[config.mk]
export PLATFORM = sky130hd
export DESIGN_NAME = noc_rx_port_flat
export DESIGN_NICKNAME = d
export VERILOG_FILES = /design/src/rtl/noc_rx_port_if.sv /design/src/rtl/noc_rx_port.sv /design/src/flat_wrapper.sv
export SDC_FILE = /design/constraint.sdc
export NUM_CORES = 1
export LEC_CHECK = 0
export BUFFER_PORTS_ARGS = -buffer_cell sky130_fd_sc_hd__buf_4
export CORE_MARGIN = 4
export CORE_UTILIZATION = 60
export DETAILED_ROUTE_END_ITERATION = 7
export GPL_TIMING_DRIVEN = 0
export PLACE_DENSITY = 0.78
export RECOVER_POWER = 25
export SETUP_SLACK_MARGIN = 0.2
export SLEW_MARGIN = 20
export SYNTH_ARGS = -nofsm -noshare
export SYNTH_HDL_FRONTEND = slang
export SYNTH_SLANG_ARGS = --single-unit
[constraint.sdc]
create_clock -name clock -period 5.6 [get_ports clock]
set_input_delay 0.84 -clock clock [delete_from_list [all_inputs] [get_ports clock]]
set_output_delay 0.84 -clock clock [all_outputs]
set_load 0.005 [all_outputs]
[src/rtl/noc_rx_port_if.sv]
// Router-to-router receive link: upstream flit delivery plus the core-side drain port.
interface noc_rx_port_if #(
    parameter int unsigned DATA_W = 32,
    parameter int unsigned CAP_W  = 3
);
    logic [DATA_W-1:0] data_in;
    logic              write_in_signal;
    logic [CAP_W-1:0]  capacity_out;
    logic              ack_out;
    logic [DATA_W-1:0] data_out;
    logic              ready_out;
    logic              next_in;

    // Receive port side
    modport slave (
        input  data_in,
        input  write_in_signal,
        input  next_in,
        output capacity_out,
        output ack_out,
        output data_out,
        output ready_out
    );

    // Sender / router-core side
    modport master (
        output data_in,
        output write_in_signal,
        output next_in,
        input  capacity_out,
        input  ack_out,
        input  data_out,
        input  ready_out
    );
endinterface

[src/rtl/noc_rx_port.sv]
// Router input port: packet-committing flit FIFO with free-space report and per-packet ack.
// Flits of a packet are written tentatively at wr_ptr and only become visible to the
// router core once the final flit arrives and cm_ptr jumps forward.
module noc_rx_port #(
    parameter int unsigned DEPTH    = 8,
    parameter int unsigned MAX_PKT  = 5,
    parameter int unsigned SIZE_LSB = 0,
    parameter int unsigned SIZE_W   = 3,
    parameter int unsigned TIMEOUT  = 4
) (
    input  logic          clock,
    input  logic          reset,
    noc_rx_port_if.slave  link
);
    localparam int unsigned DW      = 32;
    localparam int unsigned AW      = $clog2(DEPTH);
    localparam int unsigned PW      = AW + 1;
    localparam int unsigned IW      = $clog2(TIMEOUT + 1);
    localparam int unsigned CW      = ((SIZE_W > PW) ? SIZE_W : PW) + 1;
    localparam int unsigned CAP_W   = 3;
    localparam int unsigned CAP_MAX = 7;

    typedef enum logic [1:0] {
        IDLE = 2'd0,
        RECV = 2'd1,
        DROP = 2'd2
    } state_t;

    state_t            state, state_nxt;
    logic [DW-1:0]     mem [DEPTH];
    logic [PW-1:0]     rd_ptr, cm_ptr, wr_ptr;
    logic [PW-1:0]     cm_ptr_nxt, wr_ptr_nxt;
    logic [SIZE_W-1:0] rem, rem_nxt;
    logic [SIZE_W-1:0] drop, drop_nxt;
    logic [IW-1:0]     idle_cnt, idle_nxt;
    logic              ack, ack_nxt;
    logic              store;
    logic              pop;
    logic              timed_out;
    logic              hdr_ok;
    logic [PW-1:0]     occupancy;
    logic [PW-1:0]     free_slots;
    logic [SIZE_W-1:0] hdr_size;

    // Occupancy counts tentative flits so a packet in flight reserves its space
    assign occupancy  = wr_ptr - rd_ptr;
    assign free_slots = PW'(DEPTH) - occupancy;
    assign hdr_size   = link.data_in[SIZE_LSB +: SIZE_W];
    assign hdr_ok     = (hdr_size != '0)
                     && (CW'(hdr_size) <= CW'(MAX_PKT))
                     && (CW'(hdr_size) <= CW'(free_slots));
    assign timed_out  = (idle_cnt == IW'(TIMEOUT - 1));
    assign pop        = link.next_in && (cm_ptr != rd_ptr);

    // Outputs derived from registers only
    assign link.ready_out    = (cm_ptr != rd_ptr);
    assign link.data_out     = mem[rd_ptr[AW-1:0]];
    assign link.capacity_out = (CW'(free_slots) > CW'(CAP_MAX)) ? CAP_W'(CAP_MAX)
                                                                 : CAP_W'(free_slots);
    assign link.ack_out      = ack;

    // Next-state and write-side control for header accept, packet receive and drop
    always_comb begin
        state_nxt  = state;
        wr_ptr_nxt = wr_ptr;
        cm_ptr_nxt = cm_ptr;
        rem_nxt    = rem;
        drop_nxt   = drop;
        idle_nxt   = idle_cnt;
        ack_nxt    = ack;
        store      = 1'b0;

        case (state)
            IDLE: begin
                idle_nxt = '0;
                if (link.write_in_signal) begin
                    ack_nxt = 1'b0;
                    if (hdr_ok) begin
                        store      = 1'b1;
                        wr_ptr_nxt = wr_ptr + PW'(1);
                        rem_nxt    = hdr_size - SIZE_W'(1);
                        if (hdr_size == SIZE_W'(1)) begin
                            cm_ptr_nxt = wr_ptr + PW'(1);
                            ack_nxt    = 1'b1;
                        end else begin
                            state_nxt = RECV;
                        end
                    end else begin
                        drop_nxt = (hdr_size == '0) ? '0 : hdr_size - SIZE_W'(1);
                        if (hdr_size > SIZE_W'(1)) begin
                            state_nxt = DROP;
                        end
                    end
                end
            end

            RECV: begin
                if (link.write_in_signal) begin
                    store      = 1'b1;
                    wr_ptr_nxt = wr_ptr + PW'(1);
                    idle_nxt   = '0;
                    if (rem == SIZE_W'(1)) begin
                        cm_ptr_nxt = wr_ptr + PW'(1);
                        ack_nxt    = 1'b1;
                        state_nxt  = IDLE;
                    end else begin
                        rem_nxt = rem - SIZE_W'(1);
                    end
                end else if (timed_out) begin
                    // Sender stalled: discard the partial packet, sender retransmits
                    wr_ptr_nxt = cm_ptr;
                    idle_nxt   = '0;
                    state_nxt  = IDLE;
                end else begin
                    idle_nxt = idle_cnt + IW'(1);
                end
            end

            DROP: begin
                if (link.write_in_signal) begin
                    idle_nxt = '0;
                    drop_nxt = drop - SIZE_W'(1);
                    if (drop == SIZE_W'(1)) begin
                        state_nxt = IDLE;
                    end
                end else if (timed_out) begin
                    idle_nxt  = '0;
                    state_nxt = IDLE;
                end else begin
                    idle_nxt = idle_cnt + IW'(1);
                end
            end

            default: begin
                state_nxt = IDLE;
            end
        endcase
    end

    // State, pointer and counter registers
    always_ff @(posedge clock) begin
        if (reset) begin
            state    <= IDLE;
            rd_ptr   <= '0;
            cm_ptr   <= '0;
            wr_ptr   <= '0;
            rem      <= '0;
            drop     <= '0;
            idle_cnt <= '0;
            ack      <= 1'b0;
        end else begin
            state    <= state_nxt;
            rd_ptr   <= rd_ptr + PW'(pop);
            cm_ptr   <= cm_ptr_nxt;
            wr_ptr   <= wr_ptr_nxt;
            rem      <= rem_nxt;
            drop     <= drop_nxt;
            idle_cnt <= idle_nxt;
            ack      <= ack_nxt;
        end
    end

    // Flit storage; cleared on reset so the show-ahead output starts at zero
    always_ff @(posedge clock) begin
        if (reset) begin
            for (int unsigned i = 0; i < DEPTH; i++) begin
                mem[i] <= '0;
            end
        end else if (store) begin
            mem[wr_ptr[AW-1:0]] <= link.data_in;
        end
    end
endmodule
[src/flat_wrapper.sv]
// flat-port wrapper written by rule: the top's interface ports become plain ports
module noc_rx_port_flat 
#(
    parameter int unsigned DEPTH    = 8,
    parameter int unsigned MAX_PKT  = 5,
    parameter int unsigned SIZE_LSB = 0,
    parameter int unsigned SIZE_W   = 3,
    parameter int unsigned TIMEOUT  = 4
)
  (clock, reset, link_data_in, link_write_in_signal, link_next_in, link_capacity_out, link_ack_out, link_data_out, link_ready_out);
  noc_rx_port_if link_i ();
  input  logic clock;
  input  logic reset;
  input wire logic [$bits(link_i.data_in)-1:0] link_data_in;
  input wire logic [$bits(link_i.write_in_signal)-1:0] link_write_in_signal;
  input wire logic [$bits(link_i.next_in)-1:0] link_next_in;
  output wire logic [$bits(link_i.capacity_out)-1:0] link_capacity_out;
  output wire logic [$bits(link_i.ack_out)-1:0] link_ack_out;
  output wire logic [$bits(link_i.data_out)-1:0] link_data_out;
  output wire logic [$bits(link_i.ready_out)-1:0] link_ready_out;
  assign link_i.data_in = link_data_in;
  assign link_i.write_in_signal = link_write_in_signal;
  assign link_i.next_in = link_next_in;
  assign link_capacity_out = link_i.capacity_out;
  assign link_ack_out = link_i.ack_out;
  assign link_data_out = link_i.data_out;
  assign link_ready_out = link_i.ready_out;
  noc_rx_port #(.DEPTH(DEPTH), .MAX_PKT(MAX_PKT), .SIZE_LSB(SIZE_LSB), .SIZE_W(SIZE_W), .TIMEOUT(TIMEOUT)) u_core (.clock(clock), .reset(reset), .link(link_i));
endmodule
==> metrics.md <==
| Metric | Value |
|---|---|
| Clock Pin Slew Worst Setup and Hold Paths | `60 ps` |
| CTS sink cnt | `280` |
| Slew headroom | `roughly 32%` |
| Global route overflow | `0` |
| CTS Hold Buffers Added | `0` |
| Fill count | `1428` |
| Post-synthesis register bit count | `between 200 and 300` |
| Crit path DAT | `5040 ps` |
| Register area share after synthesis | `60.7%` |
| DP HPWL | `18500 µm` |
| Buffers and inverters on the worst path | `7` |
| Gate Count Post-Synth | `893` |
| Int Power | `4540 µW` |
| First-pass DRT Iterations | `5` |
| IO buf count | `72` |
| Critical path startpoint category | `flop` |
| Outcome | `complete, no violations` |
| Routed via count | `7608` |
| Yosys top cell by area | `edfxtp_1` |
| Switching share of power | `27.8%` |
| Nets | `between 1000 and 1500` |
| Comb power frac | `27.0%` |
| Post-CTS Setup Bufs | `0` |
| Syn_nets | `952` |
| Slowest CP cell | `buf_2` |
| CORE AREA | `22000 µm²` |
| Synth top area cells | `edfxtp_1 (57%), and2_1 (12%), mux4_2 (11%)` |
| FF-to-FF Start | `u_core.rd_ptr[0]` |
| Die Height | `158 µm` |
| Area grow syn2layout | `14.5%` |
| WHS | `469 ps` |
| Peak supply drop | `around 0.00027 V` |
| Endpoints failing hold | `0` |
| Drt initial violations | `610` |
| Reg2Reg Depth | `16` |
| Final setup vio count | `0` |
| Post-synth EDFFs | `between 200 and 300` |
| Syn. warnings | `0` |
| First-pass GRT wire length | `roughly 45000 µm` |
| DR DRC count | `0` |
| Largest delay share family, worst path | `buffers and inverters` |
| # H-tree levels | `1` |
| Synth top area share | `a little under three fifths` |
| Initial antenna violation count | `0` |
| Vias in the first global route | `8036` |
| GPL Wtd Cong | `0.851` |
| Post-synth ARST share | `0%` |
| Register share of total power | `41.8%` |
| Area of the multi-input gates | `4790 µm²` |
| Delay of the slowest cell on the worst path | `590 ps` |
| I/O Pins | `73` |
| Hold path start | `u_core.idle_cnt[2]` |
| RSZ-0062 raised after global routing | `no` |
| Chip width | `approximately 160 µm` |
| CTS Buffer Depth | `3` |
| Power, Total | `6290 µW` |
| Die footprint | `24900 µm²` |
| Dominant synthesized flop cell | `edfxtp_1` |
| Reg2Reg Capture Point | `u_core.mem[2][13]` |
| Max-cap violations | `0` |
| Crit Path Class | `reg -> reg` |
| CTS Buf Count | `29` |
| Layout cells sized above 1 | `23.8%` |
| Largest net degree at the start of global routing | `25` |
| Pwr/cell area | `408 nW/µm²` |
| Worst hold path class | `reg -> reg` |
| Sequential Area | `between 8000 and 9000 µm²` |
| Tmin final | `~4800 ps` |
| Hold worst-path end | `u_core.idle_cnt[2]` |
| Leakage | `0.00566 µW` |
| CP Cell Sequence | `buf_2 -> inv_1 -> ha_1 -> inv_1 -> ha_1 -> fa_1 -> inv_1 -> ha_1 -> o21ai_0 -> o32a_1 -> clkbuf_1 -> a21oi_1 -> buf_12 -> nor2_1 -> a21o_1 -> buf_12` |
| WL/cell | `21.9 µm` |
| CTS tree | `done` |
| Clk_lat worst skew | `between 500 and 600 ps` |
| Clock power frac | `around 31%` |
| Final worst path period share | `85.6%` |
| Antenna-violating nets left | `0` |
| Net switching power | `1750 µW` |
| Final wirelength | `28600 µm` |
| Max Freq | `209 MHz` |
| Max Fanout on Critical Path | `24` |
| DR vias/cell | `5.83` |
| Clk root buf | `clkbuf_16` |
| R2r setup slk | `810 ps` |
| Max Slew Vio Count | `0` |
| Worst Tran Pin Value | `1020 ps` |
| CP Capture Type | `flop` |
| Worst Hold Depth | `1` |
| ANT cells | `0` |
| Rows | `between 50 and 60` |
| Gr usage total | `24.1%` |
| Mapped Area | `13500 µm²` |
| Cell variety after synth | `50` |
| Initial Utilization | `approximately 60%` |
| CP required | `5850 ps` |
| Synth Area per Inst | `15.1 µm²` |
| Final clock skew | `11.0 ps` |
-- metrics by stage --
stage	setup TNS (ps)	instances	setup slack [ps]	utilization (%)	instance area, µm²
after floorplan	0	893	566	-	13500
after detailed placement	0	1253	491	66.3	14600
after global routing	0	1306	346	70.1	15400
final	0	1306	807	70.1	15400
after CTS	0	1307	471	70.7	15500
after global placement	-70740	1245	-1560	65.3	14300
-- routing by layer --
layer | vias to the layer above | part of all wire (%) | track usage [%]
li1 | 3514 | - | -
met1 | 3837 | 42 | 33.2
met2 | 221 | 51 | 41.5
met3 | 36 | 6.0 | 3.96
met4 | 0 | 1.3 | 4.47
met5 | - | 0 | 0
-- kinds of logic (layout without fill, tap and decap cells) --
family | after synthesis | in the layout | synth area share (%)
mux | 100 | 100 | 13.7
simple gates | 338 | 338 | 15.9
buf+inv | 76 | 209 | 3.47
compound gates | 64 | 64 | 3.17
xor+xnor | 12 | 12 | 0.893
fa+ha+maj | 23 | 23 | 2.19
flops | 280 | 280 | 60.7
-- power by group through the flow --
stage,combinational (µW),sequential [µW],clock (µW)
after global routing,1880,2650,2090
after global placement,1710,2670,0
after CTS,1790,2630,1990
final,1700,2630,1960
after detailed placement,1780,2670,0
after floorplan,1180,2630,0
-- worst max-delay path by stage --
stage / from / to / slack [ps] / cells after the start
6_report: u_core.rd_ptr[0] / u_core.mem[2][13] / 810 / 16
5_1_grt: u_core.rd_ptr[0] / u_core.mem[3][26] / 350 / 16
4_1_cts: u_core.rd_ptr[0] / u_core.mem[3][26] / 470 / 17
3_5_place_dp: u_core.rd_ptr[0] / u_core.mem[3][18] / 490 / 17
3_3_place_gp: u_core.rd_ptr[0] / u_core.mem[7][13] / -1560 / 15
2_1_floorplan: u_core.rd_ptr[0] / u_core.mem[7][0] / 570 / 15
-- flip-flops by register name, indices dropped and copies added (netlist names) --
register	flops
u_core.mem	256
u_core.cm_ptr	4
u_core.rd_ptr	4
u_core.wr_ptr	4
u_core.drop	3
u_core.idle_cnt	3
u_core.rem	3
u_core.state	2
u_core.link.ack_out	1
-- layout by cell type (no fill, tap or decap), types with 3 or more instances in the layout --
cell       instances
ha_1              22
clkinv_1           9
buf_12             5
or2_2              3
clkbuf_4          26
nor2_1            27
nand2_1           10
nor2b_1            5
nand2b_1           6
nor3b_1            3
buf_6             13
xnor2_1            9
nor3_1             4
buf_1              3
a21oi_1           19
clkinv_2           5
nor4_4             4
a211oi_1           7
nand4_1            3
buf_4             44
clkbuf_1          43
mux2_1             5
edfxtp_1         256
buf_16             4
and2_1           222
clkbuf_16         29
a21o_2             6
inv_1             21
nand3_1            4
and2_0            38
mux4_2            64
bufinv_16          5
dfxtp_1           24
mux2i_1            3
o31ai_1            6
nor4_2             4
o21ai_0           13
mux2_2            28
-- worst reg2reg max path: stages (launching register included) --
cell,delay (ps)
dfxtp_1,450
buf_2,590
inv_1,110
ha_1,200
inv_1,60
ha_1,160
fa_1,400
inv_1,90
ha_1,240
o21ai_0,300
o32a_1,190
clkbuf_1,270
a21oi_1,220
buf_12,210
nor2_1,230
a21o_1,490
buf_12,270
-- cell usage after synthesis (7+ instances only) --
cell type,n
and2_1,260
edfxtp_1,256
mux4_2,64
mux2_2,33
nor2_1,27
dfxtp_1,24
clkbuf_1,22
ha_1,22
buf_6,21
inv_1,21
a21oi_1,17
o21ai_0,13
nand2_1,10
a21o_1,8
xnor2_1,8
a211oi_1,7
buf_1,7
nor4_4,7
-- layout make-up --
class | instances | area share [%]
multi-input cells | 537 | 31.1
flip-flops and latches | 280 | 53.0
clock inverters | 20 | 1.49
inverters | 21 | 0.512
clock buffers | 34 | 4.83
repair buffers | 80 | 4.70
well taps | 280 | 2.27
plain buffers | 54 | 2.06
-- what timing repair did --
item,CTS,global route
hold endpoints to repair,0,0
gates resized for setup,0,0
setup endpoints to repair,0,110
(Power assumes the default switching activity.)
